`src/rtl/responder_arbiter.sv`:
```
// responder_arbiter
// -----------------
// Shares a single authentication responder between NUM_REQ requesters.
// A round-robin arbiter picks one requester, latches its message, and
// drives the responder's req/msg/ack handshake on its behalf. The response
// is returned only to the granted requester. Every responder-facing wait is
// bounded by a TIMEOUT-cycle supervisor. When the supervisor expires, the
// responder gets a one-cycle reset pulse and the owner gets a one-cycle
// timeout pulse.
//
// Ports
//   clk            clock; everything is updated on posedge
//   reset          synchronous, active-high
//   req_in         level request, one bit per requester
//   msg_in         requester i message at [i*MSG_LEN +: MSG_LEN]
//   ack_in         requester has consumed its response (owner's bit only)
//   grant_out      one-hot current owner, 0 when idle
//   resp_valid_out response valid, only ever the owner's bit
//   resp_msg_out   response message captured from the responder
//   timeout_out    one-cycle pulse to the owner on abort
//   rsp_req        request to responder
//   rsp_msg        latched message to responder
//   rsp_ack        acknowledge to responder
//   rsp_reset      one-cycle reset pulse to responder on abort
//   rsp_done       responder "response ready" (held until it sees rsp_ack)
//   rsp_msg_back   responder response message
module responder_arbiter #(
    parameter int NUM_REQ = 2,
    parameter int MSG_LEN = 32,
    parameter int TIMEOUT = 1024
) (
    input  logic                       clk,
    input  logic                       reset,
    input  logic [NUM_REQ-1:0]         req_in,
    input  logic [NUM_REQ*MSG_LEN-1:0] msg_in,
    input  logic [NUM_REQ-1:0]         ack_in,
    output logic [NUM_REQ-1:0]         grant_out,
    output logic [NUM_REQ-1:0]         resp_valid_out,
    output logic [MSG_LEN-1:0]         resp_msg_out,
    output logic [NUM_REQ-1:0]         timeout_out,
    output logic                       rsp_req,
    output logic [MSG_LEN-1:0]         rsp_msg,
    output logic                       rsp_ack,
    output logic                       rsp_reset,
    input  logic                       rsp_done,
    input  logic [MSG_LEN-1:0]         rsp_msg_back
);

    localparam int PW = $clog2(NUM_REQ);
    localparam int CW = $clog2(TIMEOUT);
    localparam logic [CW-1:0] CNT_LAST = CW'(TIMEOUT - 1);
    localparam logic [PW-1:0] PTR_RST  = PW'(NUM_REQ - 1);

    typedef enum logic [2:0] {
        IDLE    = 3'd0,
        ISSUE   = 3'd1,
        DELIVER = 3'd2,
        RELEASE = 3'd3,
        ABORT   = 3'd4
    } state_t;

    state_t               state_reg, state_next;
    logic [PW-1:0]        ptr_reg, ptr_next;        // last granted requester
    logic [PW-1:0]        owner_reg, owner_next;    // index form of grant
    logic [NUM_REQ-1:0]   grant_reg, grant_next;
    logic [NUM_REQ-1:0]   resp_valid_reg, resp_valid_next;
    logic [MSG_LEN-1:0]   resp_msg_reg, resp_msg_next;
    logic [NUM_REQ-1:0]   timeout_reg, timeout_next;
    logic                 rsp_req_reg, rsp_req_next;
    logic [MSG_LEN-1:0]   rsp_msg_reg, rsp_msg_next;
    logic                 rsp_ack_reg, rsp_ack_next;
    logic                 rsp_reset_reg, rsp_reset_next;
    logic [CW-1:0]        cnt_reg, cnt_next;

    // Unpack the flat message bus so the winner can be selected by index.
    logic [MSG_LEN-1:0] msg_arr [NUM_REQ];

    generate
        for (genvar gi = 0; gi < NUM_REQ; gi++) begin : g_unpack
            assign msg_arr[gi] = msg_in[gi*MSG_LEN +: MSG_LEN];
        end
    endgenerate

    // Round-robin search starting at ptr+1. The loop walks the offsets from
    // farthest to nearest. Because a later assignment overrides an earlier
    // one, the nearest requesting index wins.
    logic [PW-1:0] win_idx;
    logic          win_found;
    logic [PW-1:0] cand;

    always_comb begin
        win_idx   = '0;
        win_found = 1'b0;
        cand      = '0;
        for (int off = NUM_REQ; off >= 1; off--) begin
            cand = PW'((int'(ptr_reg) + off) % NUM_REQ);
            if (req_in[cand]) begin
                win_idx   = cand;
                win_found = 1'b1;
            end
        end
    end

    // Next-state and next-output logic.
    logic go_abort;

    always_comb begin
        state_next      = state_reg;
        ptr_next        = ptr_reg;
        owner_next      = owner_reg;
        grant_next      = grant_reg;
        resp_valid_next = resp_valid_reg;
        resp_msg_next   = resp_msg_reg;
        timeout_next    = '0;
        rsp_req_next    = rsp_req_reg;
        rsp_msg_next    = rsp_msg_reg;
        rsp_ack_next    = rsp_ack_reg;
        rsp_reset_next  = 1'b0;
        cnt_next        = cnt_reg;
        go_abort        = 1'b0;

        case (state_reg)
            IDLE: begin
                // rsp_done is deliberately not looked at here; a stale
                // level left over from a previous transaction is harmless.
                if (win_found) begin
                    owner_next          = win_idx;
                    grant_next          = '0;
                    grant_next[win_idx] = 1'b1;
                    rsp_msg_next        = msg_arr[win_idx];
                    rsp_req_next        = 1'b1;
                    cnt_next            = '0;
                    state_next          = ISSUE;
                end
            end
            ISSUE: begin
                cnt_next = cnt_reg + CW'(1);
                // Completion takes priority over expiry in the same cycle.
                if (rsp_done) begin
                    resp_msg_next   = rsp_msg_back;
                    rsp_req_next    = 1'b0;
                    resp_valid_next = grant_reg;
                    cnt_next        = '0;
                    state_next      = DELIVER;
                end else if (cnt_reg == CNT_LAST) begin
                    go_abort = 1'b1;
                end
            end
            DELIVER: begin
                // The supervisor is paused here. The requester may stall
                // for as long as it likes without the responder timing out.
                if (ack_in[owner_reg]) begin
                    resp_valid_next = '0;
                    rsp_ack_next    = 1'b1;
                    cnt_next        = '0;
                    state_next      = RELEASE;
                end
            end
            RELEASE: begin
                cnt_next = cnt_reg + CW'(1);
                if (!rsp_done) begin
                    rsp_ack_next = 1'b0;
                    grant_next   = '0;
                    ptr_next     = owner_reg;
                    cnt_next     = '0;
                    state_next   = IDLE;
                end else if (cnt_reg == CNT_LAST) begin
                    go_abort = 1'b1;
                end
            end
            ABORT: begin
                grant_next = '0;
                ptr_next   = owner_reg;
                cnt_next   = '0;
                state_next = IDLE;
            end
            default: begin
                state_next = IDLE;
            end
        endcase

        // Shared entry into ABORT. The pulses are registered, so they are
        // visible exactly while the state register holds ABORT.
        if (go_abort) begin
            rsp_reset_next  = 1'b1;
            timeout_next    = grant_reg;
            rsp_req_next    = 1'b0;
            rsp_ack_next    = 1'b0;
            resp_valid_next = '0;
            cnt_next        = '0;
            state_next      = ABORT;
        end
    end

    always_ff @(posedge clk) begin
        if (reset) begin
            state_reg      <= IDLE;
            ptr_reg        <= PTR_RST;
            owner_reg      <= '0;
            grant_reg      <= '0;
            resp_valid_reg <= '0;
            resp_msg_reg   <= '0;
            timeout_reg    <= '0;
            rsp_req_reg    <= 1'b0;
            rsp_msg_reg    <= '0;
            rsp_ack_reg    <= 1'b0;
            rsp_reset_reg  <= 1'b0;
            cnt_reg        <= '0;
        end else begin
            state_reg      <= state_next;
            ptr_reg        <= ptr_next;
            owner_reg      <= owner_next;
            grant_reg      <= grant_next;
            resp_valid_reg <= resp_valid_next;
            resp_msg_reg   <= resp_msg_next;
            timeout_reg    <= timeout_next;
            rsp_req_reg    <= rsp_req_next;
            rsp_msg_reg    <= rsp_msg_next;
            rsp_ack_reg    <= rsp_ack_next;
            rsp_reset_reg  <= rsp_reset_next;
            cnt_reg        <= cnt_next;
        end
    end

    assign grant_out      = grant_reg;
    assign resp_valid_out = resp_valid_reg;
    assign resp_msg_out   = resp_msg_reg;
    assign timeout_out    = timeout_reg;
    assign rsp_req        = rsp_req_reg;
    assign rsp_msg        = rsp_msg_reg;
    assign rsp_ack        = rsp_ack_reg;
    assign rsp_reset      = rsp_reset_reg;

endmodule

```
`config.mk`:
```
export PLATFORM = sky130hd
export DESIGN_NAME = responder_arbiter
export DESIGN_NICKNAME = d
export VERILOG_FILES = /design/src/rtl/responder_arbiter.sv
export SDC_FILE = /design/constraint.sdc
export NUM_CORES = 1
export LEC_CHECK = 0
export CORE_MARGIN = 3
export CORE_UTILIZATION = 44
export DETAILED_ROUTE_END_ITERATION = 8
export PLACE_DENSITY = 0.92
export SLEW_MARGIN = 0
export SYNTH_ARGS = -nofsm -noshare
export SYNTH_HDL_FRONTEND = slang
export SYNTH_SLANG_ARGS = --single-unit
```
`constraint.sdc`:
```
create_clock -name clk -period 4.5 [get_ports clk]
set_input_delay 0.9 -clock clk [delete_from_list [all_inputs] [get_ports clk]]
set_output_delay 0.9 -clock clk [all_outputs]
set_load 0.01 [all_outputs]
```
# Word level (Yosys, flattened, before mapping)
# Index checks and enable logic that the tools add are counted.
# Widths: inputs -> output; s select.
[totals]
ff_bits = 88
inputBits = 103
out_inout_bits = 73
wordCells = 102
[classes]
add_sub_neg = 3
magnitude_cmp = 6
eq_ne = 13
n_mux = 45
bitwise = 2
reduce_logical = 20
[op_table]
columns = ["operator", "n"]
rows = [
  ["$mux 32", 3],
  ["$pmux 10 s5", 1],
  ["$mux 10", 4],
  ["$mux 1", 20],
  ["$mux 3", 5],
  ["$reduce_and 3->1", 5],
  ["$ne 3x3->1 const B", 4],
  ["$pmux 3 s4", 1],
  ["$add 10x1->10 const B", 1],
  ["$eq 10x10->1 const B", 1],
  ["$lt 1x2->1 const B", 4],
  ["$mux 2", 4],
  ["$ne 2x2->1 const B", 4],
  ["$pmux 1 s2", 4],
  ["$reduce_and 4->1", 2],
  ["$reduce_bool 2->1", 4],
  ["$eq 3x2->1 const B", 2],
  ["$pmux 2 s3", 1],
  ["$reduce_and 2->1", 3],
  ["$reduce_bool 5->1", 1],
  ["$pmux 2 s2", 1],
  ["$reduce_or 2->1", 2],
  ["$eq 3x1->1 const B", 1],
  ["$eq 3x3->1 const B", 1],
  ["9 further kinds", 10],
]

# Depth between registers and ports, before layout
[logic_depth]
ltp_word = 11
depth_mapped = 6
mapped_depth_nobuf = 5

# Worst setup path after synthesis
# Ideal clock, no wire load.
[synth_path]
path_kind = "input to register"
from = "input port req_in[1]"
to = "register cnt_reg[8]"
setup_time_ns = 0.095
t_arrival_ns = 1.848
required_ns = 4.405
setup_slack_ns = 2.557
stages = 4
n_path_buf = 0
path_cell_list = "or3_1 -> a22oi_4 -> nand2_2 -> a221oi_1"
[synth_via]
elab_chain_cells = 6
elab_cells_between_ends = 8
cone_classes = "eq/ne (1); mux (6); reduce/logical (1)"
[synth_rtl]
columns = ["element", "line", "rtl"]
rows = [
  ["start, declared", "34", "input logic [NUM_REQ-1:0] req_in,"],
  ["$mux 1 (implied by the code) (2 in a row)", "97", "if (req_in[cand]) begin"],
  ["$mux 1", "97", ""],
  ["$mux 1 (*)", "97", ""],
  ["$ne 2x2->1 (no line) (*)", "n/a", ""],
  ["$reduce_and 3->1 (no line) (*)", "n/a", ""],
  ["end signal, assigned", "221", "cnt_reg <= cnt_next;"],
  ["end, declared", "73", "logic [CW-1:0] cnt_reg, cnt_next;"],
]
# Mark *: on every way between the ends. The rest lies on a longest branch, timed or not. The select of a mux whose other input is x is not followed.
# A chain may end at the register's enable or synchronous reset.

# Final worst setup path
[layout_path]
from = "input port rsp_done"
to = "register cnt_reg[4]"
[layout_via]
elab_chain_cells = 3
elab_cells_between_ends = 7
cone_classes = "mux (6); reduce/logical (1)"
[layout_rtl]
columns = ["element", "line", "rtl"]
rows = [
  ["start, declared", "45", "input logic rsp_done,"],
  ["$mux 1 (on tied branches)", "161, 139", ""],
  ["$pmux 1 s2", "122", "case (state_reg)"],
  ["$reduce_or 2->1 (no line)", "n/a", ""],
]
# Several ways; a longest one is shown, not always the timed one.

==> results.txt <==
status: complete, no violations
Routed Wire Length: 10,900 um
Slew headroom: 20.8%
antenna-violating nets left: 0
fin nets: 708
global routing met1 resource utilization: 25.6%
post-CTS setup buffer count: 0
routed len/inst: 15.4 um
Power Internal: 0.00144 W
Initial Util: 46.5%
R2R cell count: 4
P_leak: 2.05 nW
most frequent cells in the layout: 174 x clkdlybuf4s50_1, 135 x nand2_1, 88 x dfxtp_1
sequential area share after synthesis: 47.8%
commonest non-fill, non-tap cell in the layout: clkdlybuf4s50_1
top_reg_cell synth: dfxtp_1
Arrival @ worst endpoint: 2.86 ns
Net Sw Power: 0.000505 W
syn_area_per_cell: 8.19 sq um
r2r setup slk: 2.17 ns
Min-Delay Path Depth: 2
gr busiest metal: met2
top post-synthesis cells by area: dfxtp_1 48%, nand2_1 14%, a311oi_1 8.6%
Flop pwr share: 45.2%
Pwr Total: 0.00195 W
share of synthesized flip-flops with an asynchronous set or reset: 0%
H-tree depth: 3
Tmin final: 2.65 ns
I/O pins: 176
Critical path origin: rsp_done
clock root buffer: clkbuf_8
Setup crit start kind: input port
Die ar.: 9520 sq um
Crit path depth: 5
endpoint type of the worst setup path: register
core area: 7930 sq um
initial antenna violation count: 0
dpl hpwl: 7940 um
clock share of power: 32.0%
Post-Syn Nets: 554
worst-path cell chain: clkdlybuf4s50_1 -> xor2_2 -> nor2_1 -> a41o_4 -> a311oi_1
post-synth cell types: 47
Setup TNS: 0 ns
area fraction of the dominant cell type after synthesis: 47.8%
Area Growth Syn to Fin: 53.0%
dpl cell area: 5420 sq um
Synth Cell Area: 3690 sq um
Final Non-Filler Cells: 709
clk buf depth: 2
first drt pass iteration count: 4
Final Hold Fails: 0
Reg-to-Reg Start: state_reg[0]$_SDFFE_PP0P_
CTS Sinks: 88
GP Congestion: 0.871
fin. max-slew vios: 0
pwr dens: 345 nW/um^2
Hold Buf Count CTS: 0
number of antenna diodes: 0
Yosys reg bits: 88
Remaining DRCs: 0
first-pass GRT wire length: 17,500 um
Crit-path slowest cell: nor2_1
pre-CTS WS: 1.51 ns
gr usage total: 22.2%
CTS Buf Count: 9
Hold WC Path Type: reg -> reg
clk_lat worst skew: 0.35 ns
CTS tree: done
largest stage delay on the critical path: 0.64 ns
RSZ-0062 raised after global routing: false
FF-to-FF End: rsp_req$_SDFFE_PP0P_
grt ovf: 0
met3 Resource Use GR: 6.39%
Die Span X: 97.5 um
Clk pin slew, worst setup/hold paths: 0.08 ns
Gate power share: 22.8%
DR vias/cell: 5.36
Rows: 32
CP Buf/Inv Count: 1
maximum vdd drop: 0.208 mV
largest net degree at the start of global routing: 67
crit-path max FO: 16
Ys Warns: 0
Cells after DPL: 695
Worst Setup Path Type: in -> reg
fin area: 5640 sq um
cts repair resizes: 0
First DRT Iteration DRCs: 207
Sw Ratio: 25.9%
final setup violation count: 0
area leader, netlist: dfxtp_1
delay-heaviest family, CP: simple AND/OR/NAND/NOR gates
period utilization: 58.8%
met2 global-route usage: 37.9%
Slew @ Worst Pin: 1.19 ns
Post-synth EDFFs: 0
Syn Inst Count: 450
Port Buffer Count: 175
Max Cap Viol: 0
Fin Clk Skew: 0.00637 ns
CP endpoint: cnt_reg[4]$_SDFFE_PP0P_
final setup margin: 1.85 ns
layout cell share with drive strength beyond 1: 4.61%
vias in the first global route: 3,684
Required @ worst endpoint: 4.72 ns
via count: 3,798
number of fill cells in the layout: 585
Fmax achieved: 0.378 GHz
die height: 97.5 um
## cell usage after synthesis, types with 2 or more instances
library cell  instances
clkbuf_1             22
a311oi_1             36
buf_6                 3
and3_1                3
nand2b_1              2
o21ai_0               3
dfxtp_1              88
nand3b_1              3
mux2i_1               3
nand2_1             135
a21oi_1              43
buf_4                 3
nor3_1                5
a31oi_1               6
a221oi_1              2
or3_1                 3
buf_2                 7
nor2_1               43
a21o_1                2
inv_1                 3
nand3_1               7
and2_1                3
## cells by family (layout without fill, tap and decap cells)
group,after synthesis,in the layout,synth area share (%)
AOI/OAI and AO/OA,102,102,19.9
xor gates and xnor gates,1,1,0.441
adders and majority gates,1,1,0.339
buffers and inverters,38,195,5.02
DFF,88,88,47.8
muxes,4,4,1.12
and+or+nand+nor,216,216,25.4
## worst min-delay path by stage
| stage | startpoint | endpoint | slack (ns) |
|---|---|---|---|
| 6_report | resp_msg_out[23]$_SDFFE_PP0P_ | resp_msg_out[23]$_SDFFE_PP0P_ | 0.46 |
| 4_1_cts | resp_msg_out[28]$_SDFFE_PP0P_ | resp_msg_out[28]$_SDFFE_PP0P_ | 0.46 |
| 5_1_grt | resp_msg_out[29]$_SDFFE_PP0P_ | resp_msg_out[29]$_SDFFE_PP0P_ | 0.47 |
| 2_1_floorplan | cnt_reg[6]$_SDFFE_PP0P_ | cnt_reg[6]$_SDFFE_PP0P_ | 0.44 |
| 3_5_place_dp | resp_msg_out[23]$_SDFFE_PP0P_ | resp_msg_out[23]$_SDFFE_PP0P_ | 0.45 |
| 3_3_place_gp | resp_msg_out[28]$_SDFFE_PP0P_ | resp_msg_out[28]$_SDFFE_PP0P_ | 0.44 |
## routing by layer
metal  vias to the layer above  wire [um]
li1                       1861          -
met1                      1771       4390
met2                       144       5420
met3                        22        834
met4                         0        294
met5                         -          0
## worst reg2reg max path, stage by stage, from the launching register on
cell,delay (ns)
dfxtp_1,0.61
nand2b_4,0.21
nand3b_1,0.91
a21oi_1,0.43
nor2_1,0.06
## stage by stage
step                      utilization [%]  hold WS, ns
after global placement               68.4        0.442
final                                71.2        0.457
after floorplan                         -        0.440
after CTS                            71.2        0.460
after global routing                 71.2        0.468
after detailed placement             68.4        0.449
## power by group through the flow
stage,combinational [W],clock [W],sequential [W]
6_report,0.000445,0.000624,0.000880
5_1_grt,0.000483,0.000660,0.000888
4_1_cts,0.000448,0.000635,0.000881
3_5_place_dp,0.000447,0,0.000898
3_3_place_gp,0.000434,0,0.000894
2_1_floorplan,0.000190,0,0.000915
## layout make-up
type | count | area [sq um] | area share (%)
well taps | 102 | 128 | 2.26
clock inverters | 4 | 95.1 | 1.69
repair buffers | 178 | 1770 | 31.4
flip-flops and latches | 88 | 1760 | 31.2
inverters | 3 | 11.3 | 0.200
multi-input cells | 324 | 1750 | 31.0
clock buffers | 10 | 128 | 2.26
No activity file was read; power rests on OpenSTA's default activity.
